### src/rtl/splash_sequencer.sv
// Power-on splash sequencer: forced splash hold, then armed until a fresh start press, then run.
// Define SPLASH_BLINK_EN to blink the splash frame while armed.
module splash_sequencer #(
   parameter int ROWS        = 16,
   parameter int COLS        = 16,
   parameter int SYNC_DEPTH  = 2,
   parameter int HOLD_CYCLES = 8,
   parameter int BLINK_HALF  = 4,
   parameter logic [ROWS-1:0][COLS-1:0] SPLASH = '0
) (
   input  logic                       CLK,
   input  logic                       RST,
   input  logic                       start_btn,
   output logic [ROWS-1:0][COLS-1:0]  PixSPL,
   output logic                       STARTen,
   output logic                       busy
);

   localparam int HW = $clog2(HOLD_CYCLES + 1);
   localparam logic [HW-1:0] HOLD_LAST = HW'(HOLD_CYCLES - 1);

   // Reject parameter values outside their legal ranges at elaboration.
   if (SYNC_DEPTH < 2 || SYNC_DEPTH > 4) begin : g_bad_sync
      $error("SYNC_DEPTH must be 2..4");
   end
   if (HOLD_CYCLES < 1) begin : g_bad_hold
      $error("HOLD_CYCLES must be at least 1");
   end
   if (BLINK_HALF < 1) begin : g_bad_blink
      $error("BLINK_HALF must be at least 1");
   end

   typedef enum logic [1:0] {
      S_HOLD  = 2'd0,
      S_ARMED = 2'd1,
      S_RUN   = 2'd2
   } state_t;

   state_t                     r_state;
   logic [HW-1:0]              r_hold_cnt;
   logic [SYNC_DEPTH-1:0]      r_sync;
   logic                       r_edge;
   logic [ROWS-1:0][COLS-1:0]  r_pix;
   logic                       r_starten;
   logic                       r_busy;
   logic                       w_rise;
   logic [ROWS-1:0][COLS-1:0]  w_armed_pix;

`ifdef SPLASH_BLINK_EN
   localparam int BW = $clog2(BLINK_HALF + 1);
   localparam logic [BW-1:0] BLINK_LAST = BW'(BLINK_HALF - 1);

   logic [BW-1:0]              r_blink_cnt;
   logic                       r_phase;
   logic                       w_blink_wrap;
   logic                       w_phase_nxt;

   assign w_blink_wrap = (r_blink_cnt == BLINK_LAST);
   assign w_phase_nxt  = r_phase ^ w_blink_wrap;
   // Output register is loaded with the phase that will be current after this edge.
   assign w_armed_pix  = w_phase_nxt ? '0 : SPLASH;
`else
   assign w_armed_pix  = SPLASH;
`endif

   // While HOLD is active the edge flop is pinned high, so a press already in flight
   // when ARMED is entered reads as "held" and needs a release before it can count.
   assign w_rise = r_sync[SYNC_DEPTH-1] & ~r_edge;

   // Start-button synchroniser and edge-detect flop.
   always_ff @(posedge CLK) begin
      if (RST) begin
         r_sync <= '0;
         r_edge <= 1'b0;
      end else begin
         r_sync <= {r_sync[SYNC_DEPTH-2:0], start_btn};
         r_edge <= (r_state == S_HOLD) ? 1'b1 : r_sync[SYNC_DEPTH-1];
      end
   end

   // Sequencer FSM with registered frame, enable and busy outputs.
   always_ff @(posedge CLK) begin
      if (RST) begin
         r_state    <= S_HOLD;
         r_hold_cnt <= '0;
         r_pix      <= SPLASH;
         r_starten  <= 1'b0;
         r_busy     <= 1'b1;
`ifdef SPLASH_BLINK_EN
         r_blink_cnt <= '0;
         r_phase     <= 1'b0;
`endif
      end else begin
         case (r_state)
            S_HOLD: begin
               r_hold_cnt <= r_hold_cnt + HW'(1);
               r_pix      <= SPLASH;
               r_starten  <= 1'b0;
               r_busy     <= 1'b1;
`ifdef SPLASH_BLINK_EN
               r_blink_cnt <= '0;
               r_phase     <= 1'b0;
`endif
               if (r_hold_cnt == HOLD_LAST) begin
                  r_state <= S_ARMED;
               end else begin
                  r_state <= S_HOLD;
               end
            end
            S_ARMED: begin
               if (w_rise) begin
                  r_state   <= S_RUN;
                  r_pix     <= '0;
                  r_starten <= 1'b1;
                  r_busy    <= 1'b0;
               end else begin
                  r_state   <= S_ARMED;
                  r_pix     <= w_armed_pix;
                  r_starten <= 1'b0;
                  r_busy    <= 1'b1;
`ifdef SPLASH_BLINK_EN
                  r_blink_cnt <= w_blink_wrap ? '0 : r_blink_cnt + BW'(1);
                  r_phase     <= w_phase_nxt;
`endif
               end
            end
            S_RUN: begin
               r_state   <= S_RUN;
               r_pix     <= '0;
               r_starten <= 1'b1;
               r_busy    <= 1'b0;
            end
            default: begin
               r_state   <= S_HOLD;
               r_pix     <= SPLASH;
               r_starten <= 1'b0;
               r_busy    <= 1'b1;
            end
         endcase
      end
   end

   assign PixSPL  = r_pix;
   assign STARTen = r_starten;
   assign busy    = r_busy;

endmodule

### config.mk
export PLATFORM = sky130hd
export DESIGN_NAME = splash_sequencer
export DESIGN_NICKNAME = d
export VERILOG_FILES = /design/src/rtl/splash_sequencer.sv
export SDC_FILE = /design/constraint.sdc
export NUM_CORES = 1
export LEC_CHECK = 0
export BUFFER_PORTS_ARGS = -buffer_cell sky130_fd_sc_hd__clkbuf_2
export CAP_MARGIN = 40
export CORE_AREA = 3 3 99 101
export CTS_BUF_LIST = sky130_fd_sc_hd__clkbuf_2 sky130_fd_sc_hd__clkbuf_4 sky130_fd_sc_hd__clkbuf_8
export CTS_CLUSTER_SIZE = 30
export DETAILED_ROUTE_END_ITERATION = 16
export DIE_AREA = 0 0 102 104
export GPL_ROUTABILITY_DRIVEN = 0
export GPL_TIMING_DRIVEN = 0
export SKIP_CTS_REPAIR_TIMING = 1
export SYNTH_ARGS = -nofsm -noshare
export SYNTH_HDL_FRONTEND = slang
export SYNTH_SLANG_ARGS = --single-unit
### constraint.sdc
create_clock -name CLK -period 1.61 [get_ports CLK]
set_clock_uncertainty 0.1 [all_clocks]
set_input_delay 0.0805 -clock CLK [delete_from_list [all_inputs] [get_ports CLK]]
set_output_delay 0.0805 -clock CLK [all_outputs]
set_load 0.1 [all_outputs]
==> results.txt, run 1 <==
----------------------------------------------------
[Outcome]
  Outcome ... complete, no violations

[CTS]
  Total clock sinks ... 11
  Num CTS Buffers ... 3
  TritonCTS clock tree ... built
  Clk Tree Root Cell ... sky130_fd_sc_hd__clkbuf_8
  Worst skew pair latency ... 0.23 ns
  Number of levels in the clock H-tree ... 1
  Clock slew at the register clock pins of the worst setup and hold paths ... 0.05 ns
  Clock buffer depth ... 2

[Setup path]
  Worst Path Class, Setup ... reg -> reg
  Arrival time at the worst endpoint ... 1.28 ns
  Endpoint kind of the worst setup timing path ... flip-flop
  Crit start category ... flip-flop
  CP max stage delay ... 0.35 ns
  Worst path required time ... 1.63 ns
  Worst-path cell with the longest stage delay ... sky130_fd_sc_hd__dfxtp_1
  Largest delay contributor family on the critical path ... flip-flops
  Chain of cells forming the critical path ... inv_1, ha_1, buf_6, nand4_2, xor2_1, nor2_1
  Buffers & Inverters on Critical Path ... 2
  CP max FO ... 6

[Drt]
  Remaining number of nets flagged by the antenna check after routing ... 0
  Via total after detailed routing ... 1702
  Total detailed-routing wirelength ... 4180 um
  First-iteration detailed-routing DRC count ... 12
  Per-cell routed wire length ... 6.17 um
  TritonRoute pass-1 iters ... 2
  Via density per instance ... 2.51
  Remaining DRCs ... 0

[STA]
  Setup violators final ... 0
  Worst-case hold slack ... 0.336 ns
  RSZ-0062 raised after global routing ... false
  Relative max-transition margin ... 63.2%
  Transition at the pin with the smallest max-transition slack ... 0.554 ns
  Achievable frequency ... 791 MHz
  Total count of hold-check failures in the final report ... 0
  Aggregate negative setup slack ... 0 ns
  Final Max Slew Viols ... 0
  Portion of the clock cycle consumed by the worst path in the final layout ... 78.5%
  Final period demand of the worst path ... 1.26 ns

[Logic synthesis]
  Register bit count reported by yosys ... 11
  Post-synth cell types ... 23
  Synthesized area per cell ... 8.02 um2
  Area of the mapped netlist ... 0.00241 mm2
  Yosys warnings ... 0
  Share of synthesized area occupied by flip-flops and latches ... 9.12%
  Share of Yosys cell area claimed by the top area cell type ... 79.6%
  Cell type contributing the most total cell area after synthesis ... sky130_fd_sc_hd__buf_4
  Post-Syn Instances ... 301
  Top area cells in the synthesized netlist ... sky130_fd_sc_hd__buf_4 (80%), sky130_fd_sc_hd__dfxtp_1 (9.1%), sky130_fd_sc_hd__ha_1 (2.6%), sky130_fd_sc_hd__nor2_1 (0.93%), sky130_fd_sc_hd__xor2_1 (0.73%)

[Floorplan]
  Number of top-level pins ... 261
  Height of the chip ... 104 um
  Total Die Area ... 0.0106 mm2
  Initial core utilization ... 26.5%
  Core Footprint ... 0.00911 mm2
  Placement Rows ... 35
  Horizontal die dimension ... 102 um

[Global route]
  Largest net degree at the start of global routing ... 11
  Remaining global-route overflow ... 0
  First-pass GRT wire length ... 6050 um
  Via count of the first global-routing pass ... 1406
  Number of antenna violations at the first check in global routing ... 0
  Tot GR Track Use ... 6.77%

[Job]
  MaxCap Viol Count ... 0

[Cells and area]
  Number of antenna diodes ... 0
  Fraction of layout cells with a size suffix above 1 ... 48.1%
  Most frequent cells in the layout ... sky130_fd_sc_hd__buf_4 (256), sky130_fd_sc_hd__conb_1 (256), sky130_fd_sc_hd__dfxtp_1 (11), sky130_fd_sc_hd__nor2_1 (6), sky130_fd_sc_hd__ha_1 (5)
  Filler cells ... 965
  Area grow syn2layout ... 49.1%
  Count of nets after finishing ... 575

[Place]
  Total of buffers placed on input and output ports ... 4
  Estimated wirelength of the detail-placed design ... 4100 um

[Pwr]
  Static power due to leakage ... 2.52 nW
  Pwr dens ... 1030 mW/mm2
  Max IR drop VDD ... 480 uV

[Min path]
  Worst Hold Class ... reg -> reg

----------------------------------------------------
Yosys cell counts, drive strengths merged:
cell and number:
nor3b 1, nand4 1, inv 3, nor2 6, a21o 1, nand3b 1, o21ai 1, conb 1
nand4b 1, ha 5, nor2b 3, xnor2 1, nand2b 1, nor3 1, xor2 2, dfxtp 11
nand2 1, mux2i 1, buf 258, a211oi 1
per-layer routing:
layer | wire length [um] | GRT usage [%] | vias to the layer above
met5 | 0 | 0 | -
met4 | 146 | 3.37 | 0
met3 | 642 | 1.88 | 14
met2 | 2400 | 15.5 | 133
met1 | 988 | 4.09 | 626
li1 | - | - | 929
area by class of cell:
type                            instances  area, um2  share of cell area [%]
Multi-Input combinational cell        284       1200                    33.4
Tap cell                              111        139                    3.86
Inverter                                3       11.3                   0.313
Sequential cell                        11        220                    6.12
Buffer                                258       1940                    53.9
Clock buffer                            4       48.8                    1.36
Timing Repair Buffer                    6       40.0                    1.11
where the power goes:
group	internal (mW)	total (mW)	switching, mW	leakage, nW
clock network	0.190	0.283	0.0929	0.0262
registers	0.285	0.295	0.0102	0.0901
logic	0.443	3.14	2.70	2.41
total	0.917	3.72	2.80	2.52
state kept, by name, summed over array words and instances, names as in the netlist:
name and flops:
busy 1, r_sync 2, r_edge 1, r_hold_cnt 4
r_state 2, STARTen 1
through the flow:
| stage | cells | setup slack, ns | total power [mW] | area [um2] | utilization [%] |
|---|---|---|---|---|---|
| final | 677 | 0.347 | 3.72 | 3600 | 39.5 |
| after detailed placement | 671 | 0.360 | 3.40 | 3530 | 38.8 |
| after global routing | 677 | 0.244 | 3.82 | 3600 | 39.5 |
| after CTS | 675 | 0.328 | 3.69 | 3580 | 39.3 |
| after global placement | 671 | 0.380 | 3.39 | 3530 | 38.8 |
| after floorplan | 556 | 0.442 | 3.39 | 3370 | - |
path summary, 6_finish.rpt:
check,start,end,slack [ns],depth (start not counted)
hold reg to reg,r_sync[0]$_SDFF_PP0_,r_sync[1]$_SDFF_PP0_,0.34,1
setup reg to reg,r_state[0]$_SDFF_PP0_,r_hold_cnt[3]$_SDFFE_PP0N_,0.35,6
setup / recovery,r_state[0]$_SDFF_PP0_,r_hold_cnt[3]$_SDFFE_PP0N_,0.35,6
hold / removal,r_sync[0]$_SDFF_PP0_,r_sync[1]$_SDFF_PP0_,0.34,1
kinds of logic (layout without fill, tap and decap cells):
group	Yosys count	after routing	share of synthesized area [%]
compound gates	3	3	1.04
fa+ha+maj	5	5	2.59
buf+inv	261	271	80.8
flops	11	11	9.12
other cells	1	256	0.155
simple gates	16	16	4.82
xor+xnor	3	3	1.09
mux	1	1	0.415
Note: power is estimated with default switching activity, not from simulation.
==> run 2, diff against run 1 <==
Clock period 1.61 ns to 1.2 ns, I/O delays scaled along.
==> run 2 against run 1 <==
  * Worst setup slack got worse by 0.36 ns
  * Critical path depth unchanged
  * Global-route usage stayed put
  * Highest routed layer unchanged
  * Combinational power is 34% higher
  * Utilization rose by 0.52 points
  * The flow now finishes with violations (negative setup slack)
==> results.txt, run 2 (synthesis gave the netlist of run 1 again) <==
----------------------------------------------------
[Outcome]
  Outcome ... finished, violations left
  Violated checks ... negative setup slack

[Place]
  Estimated wirelength of the detail-placed design ... 4100 um (unchanged)
  Placed instance count ... 671 (unchanged)
  DP Area ... 0.00353 mm2 (unchanged)
  Total of buffers placed on input and output ports ... 4 (unchanged)

[Drt]
  Remaining DRCs ... 0 (unchanged)
  Via total after detailed routing ... 1711 (+0.53%)
  Via density per instance ... 2.52 (about the same)
  Remaining number of nets flagged by the antenna check after routing ... 0 (unchanged)
  Total detailed-routing wirelength ... 4240 um (+1.4%)
  First-iteration detailed-routing DRC count ... 12 (unchanged)
  TritonRoute pass-1 iters ... 2 (unchanged)
  Per-cell routed wire length ... 6.23 um (+0.94%)

[Cells and area]
  Fraction of layout cells with a size suffix above 1 ... 49.4% (+1.3 points)
  Filler cells ... 964 (-0.10%)
  Number of antenna diodes ... 0 (unchanged)
  Utilization after layout ... 40.0% (+0.52 points)
  Max reg flops ... 4 (unchanged)
  Post-route non-filler standard cell count ... 680 (+0.44%)
  Register containing the most flip-flops in the final layout ... r_hold_cnt
  Most frequent cells in the layout ... sky130_fd_sc_hd__buf_4 (259), sky130_fd_sc_hd__conb_1 (256), sky130_fd_sc_hd__dfxtp_1 (8), sky130_fd_sc_hd__nor2_1 (6)
  Count of nets after finishing ... 578 (+0.52%)
  Final instance area ... 0.00365 mm2 (+1.3%)
  Area grow syn2layout ... 51.1%
  Registers with the most flip-flops ... r_hold_cnt x4, r_state x2, r_sync x2
  Leading cell type in the layout, fill and taps excluded ... sky130_fd_sc_hd__buf_4

[STA]
  Achievable frequency ... 827 MHz (+4.5%)
  RSZ-0062 raised after global routing ... true
  Transition at the pin with the smallest max-transition slack ... 0.554 ns (unchanged)
  Worst path setup slack after routing ... -0.00849 ns (-0.355 ns)
  Total count of hold-check failures in the final report ... 0 (unchanged)
  Setup violators final ... 1 (+1)
  Final Max Slew Viols ... 0 (unchanged)
  Portion of the clock cycle consumed by the worst path in the final layout ... 101% (+22 points)
  Final period demand of the worst path ... 1.21 ns (-0.0550 ns)
  Relative max-transition margin ... 63.2% (unchanged)
  Aggregate negative setup slack ... -0.00849 ns (-0.00849 ns)

[Global route]
  Number of antenna violations at the first check in global routing ... 0 (unchanged)
  First-pass GRT wire length ... 6050 um (unchanged)
  Largest net degree at the start of global routing ... 11 (unchanged)
  Remaining global-route overflow ... 0 (unchanged)
  Via count of the first global-routing pass ... 1406 (unchanged)
  Tot GR Track Use ... 6.77% (unchanged)

[CTS]
  Clk Tree Root Cell ... sky130_fd_sc_hd__clkbuf_8
  Total clock sinks ... 11 (unchanged)
  Worst skew pair latency ... 0.23 ns (about the same)
  Number of levels in the clock H-tree ... 1 (unchanged)
  TritonCTS clock tree ... built
  Clock buffer depth ... 2 (unchanged)
  Clock slew at the register clock pins of the worst setup and hold paths ... 0.05 ns (about the same)
  Num CTS Buffers ... 3 (unchanged)

[Setup path]
  Chain of cells forming the critical path ... inv_2, ha_4, buf_6, buf_4, mux2i_1, nor2_1
  Crit start category ... flip-flop
  CP max stage delay ... 0.34 ns (about the same)
  Number of cell instances on the worst register-to-register path ... 6 (unchanged)
  CP max FO ... 6 (unchanged)
  Arrival time at the worst endpoint ... 1.22 ns (-0.06 ns)
  Worst-path cell with the longest stage delay ... sky130_fd_sc_hd__dfxtp_2
  Worst Path Class, Setup ... reg -> reg
  Endpoint kind of the worst setup timing path ... flip-flop
  Worst path required time ... 1.22 ns (-0.41 ns)

[Pwr]
  Max IR drop VDD ... 646 uV (+34%)
  Static power due to leakage ... 2.53 nW (about the same)
  Pwr dens ... 1370 mW/mm2 (+33%)

[Min path]
  Hold Path Cell Cnt ... 1 (unchanged)
  Worst Hold Class ... reg -> reg

[Floorplan]
  Number of top-level pins ... 261 (unchanged)
  Core Footprint ... 0.00911 mm2 (unchanged)
  Height of the chip ... 104 um (unchanged)
  Horizontal die dimension ... 102 um (unchanged)
  Placement Rows ... 35 (unchanged)
  Total Die Area ... 0.0106 mm2 (unchanged)
  Initial core utilization ... 26.5% (unchanged)

[Job]
  MaxCap Viol Count ... 0 (unchanged)

----------------------------------------------------
run 2: cell count changes in the layout (fill, tap and decap cells not counted), moves of 2 or more:
cell / before / now
sky130_fd_sc_hd__buf_4: 256 / 259
sky130_fd_sc_hd__inv_2: 0 / 2
sky130_fd_sc_hd__dfxtp_2: 0 / 3
sky130_fd_sc_hd__dfxtp_1: 11 / 8
sky130_fd_sc_hd__inv_1: 3 / 1
run 2: critical path, delay by kind of cell, from the launching register on:
kind | cells | cell delay (ns)
adder cells (fa/ha/maj) | 1 | 0.15
AND/OR/NAND/NOR | 1 | 0.05
buffers and inverters | 3 | 0.32
multiplexers | 1 | 0.13
flip-flops | 1 | 0.34
run 2: area by class of cell:
type	count	area (um2)	share of cell area, %
repair buffers	9	62.6	1.72
flip-flops and latches	11	224	6.14
plain buffers	258	1940	53.2
multi-input cells	284	1220	33.5
inverters	3	11.3	0.309
clock buffers	4	48.8	1.34
well taps	111	139	3.81
run 2: through the flow:
| step | hold slack, ns | power [mW] | setup slack, ns |
|---|---|---|---|
| finish | 0.336 | 5.00 | -0.00849 |
| floorplan | 0.0316 | 4.54 | 0.0317 |
| CTS | -0.112 | 4.95 | -0.0825 |
| detailed placement | 0.137 | 4.56 | -0.0499 |
| global placement | 0.134 | 4.55 | -0.0298 |
| global route | 0.363 | 5.13 | -0.0570 |
run 2: path summary, 6_finish.rpt:
check | startpoint | slack [ns] | end
max | r_state[0]$_SDFF_PP0_ | -0.008 | r_hold_cnt[1]$_SDFFE_PP0N_
min | r_sync[0]$_SDFF_PP0_ | 0.34 | r_sync[1]$_SDFF_PP0_
max reg2reg | r_state[0]$_SDFF_PP0_ | -0.008 | r_hold_cnt[1]$_SDFFE_PP0N_
min reg2reg | r_sync[0]$_SDFF_PP0_ | 0.34 | r_sync[1]$_SDFF_PP0_
run 2: where the power goes:
part           internal (mW)  switching (mW)
clock                  0.255           0.126
combinational          0.595            3.62
sequential             0.383          0.0171
total                   1.23            3.77
run 2: per-layer routing:
layer | up-vias | track usage, % | part of all wire [%]
li1 | 934 | - | -
met5 | - | 0 | 0
met3 | 14 | 1.88 | 15
met4 | 0 | 3.37 | 3.4
met1 | 630 | 4.09 | 24
met2 | 133 | 15.5 | 58
==> run 3, diff against run 2 <==
Settings changed: BUFFER_PORTS_ARGS -buffer_cell sky130_fd_sc_hd__clkbuf_2 to unset, CELL_PAD_IN_SITES_DETAIL_PLACEMENT set to 0, CELL_PAD_IN_SITES_GLOBAL_PLACEMENT set to 1, CORE_AREA 3 3 99 101 to 3 3 101 103, DIE_AREA 0 0 102 104 to 0 0 104 106, DONT_BUFFER_PORTS set to 1, PLACE_DENSITY_LB_ADDON set to 0.1.
==> run 3 against run 2 <==
  * The flow now finishes without violations
  * Die area increased by 3.9%
  * Maximum frequency rose by 4.3%
  * Non-clock buffer count down 4
  * Routed wire length grew 14%
  * Final area increased by 0.79%
  * Worst setup slack better by 0.049 ns
  * First-iteration DRC count is 83% higher
  * Clock-buffer cell count stayed put
  * Cell count rose by 2.1%
  * Largest cell class unchanged
==> results.txt, run 3 (synthesis gave the netlist of run 1 again) <==
----------------------------------------------------
[Outcome]
  Outcome ... complete, no violations

[Global route]
  Largest net degree at the start of global routing ... 11 (unchanged)
  First-pass GRT wire length ... 7010 um (+16%)
  Via count of the first global-routing pass ... 1432 (+1.8%)
  Remaining global-route overflow ... 0 (unchanged)
  Tot GR Track Use ... 8.01% (+1.2 points)
  Number of antenna violations at the first check in global routing ... 0 (unchanged)

[Place]
  Post-placement worst setup slack ... -0.0420 ns (+0.00795 ns)
  Total of buffers placed on input and output ports ... 0 (-4)
  Placed instance count ... 687 (+2.4%)
  Estimated wirelength of the detail-placed design ... 4670 um (+14%)

[Pwr]
  Max IR drop VDD ... 467 uV (-28%)
  Internal portion of total power ... 1.23 mW (-0.23%)
  Clock power share ... 8.0% (+0.4 points)
  Pwr dens ... 1370 mW/mm2 (-0.36%)
  Static power due to leakage ... 2.52 nW (about the same)
  Proportion of power drawn by combinational gates ... 84.1% (-0.3 points)
  Power dissipated by switching net loads ... 3.79 mW (+0.64%)
  Total power consumption of the routed design ... 5.02 mW (+0.43%)
  Proportion of total power due to net switching ... 75.5% (+0.16 points)
  Register share of total power ... 7.9% (about the same)

[CTS]
  Clk Tree Root Cell ... sky130_fd_sc_hd__clkbuf_8
  TritonCTS clock tree ... built
  Worst skew pair latency ... 0.24 ns (about the same)
  Num CTS Buffers ... 3 (unchanged)
  Clock slew at the register clock pins of the worst setup and hold paths ... 0.05 ns (about the same)
  Total clock sinks ... 11 (unchanged)
  Clock buffer depth ... 2 (unchanged)
  Number of levels in the clock H-tree ... 1 (unchanged)

[Drt]
  Total detailed-routing wirelength ... 4810 um (+14%)
  Via density per instance ... 2.35 (-6.5%)
  Via total after detailed routing ... 1633 (-4.6%)
  Remaining number of nets flagged by the antenna check after routing ... 0 (unchanged)
  TritonRoute pass-1 iters ... 4 (+2)
  Per-cell routed wire length ... 6.94 um (+11%)
  Remaining DRCs ... 0 (unchanged)
  First-iteration detailed-routing DRC count ... 22 (+10)

[Cells and area]
  Register containing the most flip-flops in the final layout ... r_hold_cnt
  Number of antenna diodes ... 0 (unchanged)
  Max reg flops ... 4 (unchanged)
  Post-route non-filler standard cell count ... 694 (+2.1%)
  Fraction of layout cells with a size suffix above 1 ... 48.8% (-0.54 points)
  Count of nets after finishing ... 574 (-0.69%)
  Most frequent cells in the layout ... sky130_fd_sc_hd__buf_4 (257), sky130_fd_sc_hd__conb_1 (256), sky130_fd_sc_hd__dfxtp_1 (9), sky130_fd_sc_hd__nor2_1 (6), sky130_fd_sc_hd__ha_1 (4)
  Area grow syn2layout ... 52.3%
  Registers with the most flip-flops ... r_hold_cnt x4, r_state x2, r_sync x2
  Leading cell type in the layout, fill and taps excluded ... sky130_fd_sc_hd__buf_4

[Floorplan]
  Height of the chip ... 106 um (+1.9%)
  Number of top-level pins ... 261 (unchanged)
  Core Footprint ... 0.00928 mm2 (+1.9%)
  Placement Rows ... 35 (unchanged)
  Initial core utilization ... 26.0% (-0.50 points)
  Horizontal die dimension ... 104 um (+2.0%)
  Total Die Area ... 0.0110 mm2 (+3.9%)

[Setup path]
  Worst-path cell with the longest stage delay ... sky130_fd_sc_hd__dfxtp_2
  Arrival time at the worst endpoint ... 1.19 ns (-0.03 ns)
  CP max stage delay ... 0.34 ns (about the same)
  Crit start category ... flip-flop
  Chain of cells forming the critical path ... inv_2, ha_1, nand3b_1, nor2b_4, nor3b_2
  CP max FO ... 3 (-3)
  Endpoint kind of the worst setup timing path ... flip-flop
  Worst Path Class, Setup ... reg -> reg
  Worst path required time ... 1.23 ns (about the same)

[STA]
  Worst path setup slack after routing ... 0.0410 ns (+0.0495 ns)
  RSZ-0062 raised after global routing ... true
  Setup violators final ... 0 (-1)
  Total count of hold-check failures in the final report ... 0 (unchanged)
  Final Max Slew Viols ... 0 (unchanged)
  Portion of the clock cycle consumed by the worst path in the final layout ... 96.6% (-4.1 points)
  Final period demand of the worst path ... 1.16 ns (-0.0495 ns)
  Achievable frequency ... 863 MHz (+4.3%)

[Job]
  MaxCap Viol Count ... 0 (unchanged)

[Min path]
  Worst Hold Class ... in -> reg

----------------------------------------------------
-- run 3: cell count changes in the layout (fill, tap and decap cells not counted) --
cell	delta
sky130_fd_sc_hd__dfxtp_2	-1
sky130_fd_sc_hd__buf_8	+1
sky130_fd_sc_hd__clkbuf_2	-4
sky130_fd_sc_hd__dfxtp_1	+1
sky130_fd_sc_hd__buf_16	+1
sky130_fd_sc_hd__buf_4	-2
-- run 3: power groups by stage --
stage          combinational (mW)  sequential, mW  clock [mW]
5_1_grt                      4.32           0.400       0.443
2_1_floorplan                4.14           0.399           0
6_report                     4.22           0.398       0.402
3_3_place_gp                 4.15           0.401           0
3_5_place_dp                 4.15           0.402           0
4_1_cts                      4.15           0.394       0.415
-- run 3: worst max-delay path, delay by kind of cell, from the launching register on --
kind | cells | cell delay (ns)
fa+ha+maj | 1 | 0.21
buf+inv | 1 | 0.05
flops | 1 | 0.34
simple gates | 3 | 0.33
-- run 3: final cells by class --
type / instances / area, um2
multi-input combinational: 284 / 1220
tap: 129 / 161
clock buffer: 4 / 48.8
inverter: 3 / 11.3
timing repair buffer: 5 / 70.1
sequential: 11 / 223
buffer: 258 / 1940
fill: 1033 / 5610
-- run 3: final timing paths --
| check | slack (ns) | cells past startpoint | to | from |
|---|---|---|---|---|
| worst max-delay path | 0.04 | 5 | STARTen$_SDFF_PP0_ | r_state[1]$_SDFF_PP0_ |
| worst min-delay path | 0.03 | 2 | r_state[0]$_SDFF_PP0_ | RST |
| worst max register to register | 0.04 | 5 | STARTen$_SDFF_PP0_ | r_state[1]$_SDFF_PP0_ |
| worst min register to register | 0.34 | 1 | r_sync[1]$_SDFF_PP0_ | r_sync[0]$_SDFF_PP0_ |
-- run 3: metrics by stage --
step	instance area (um2)	utilization (%)	hold WS (ns)	setup TNS, ns
3_3_place_gp	3530	38.0	0.0338	-0.0569
3_5_place_dp	3570	38.5	0.0337	-0.0792
2_1_floorplan	3370	-	0.0316	0
4_1_cts	3620	39.0	-0.222	-0.155
6_report	3670	39.6	0.0328	0
5_1_grt	3670	39.6	0.0430	-0.118
-- run 3: per-layer routing --
layer / global-route usage (%) / vias to the layer above / share of wire [%]
li1: - / 926 / -
met1: 5.61 / 564 / 24
met2: 16.8 / 136 / 59
met3: 5.16 / 7 / 16
met4: 2.37 / 0 / 1.5
met5: 0 / - / 0
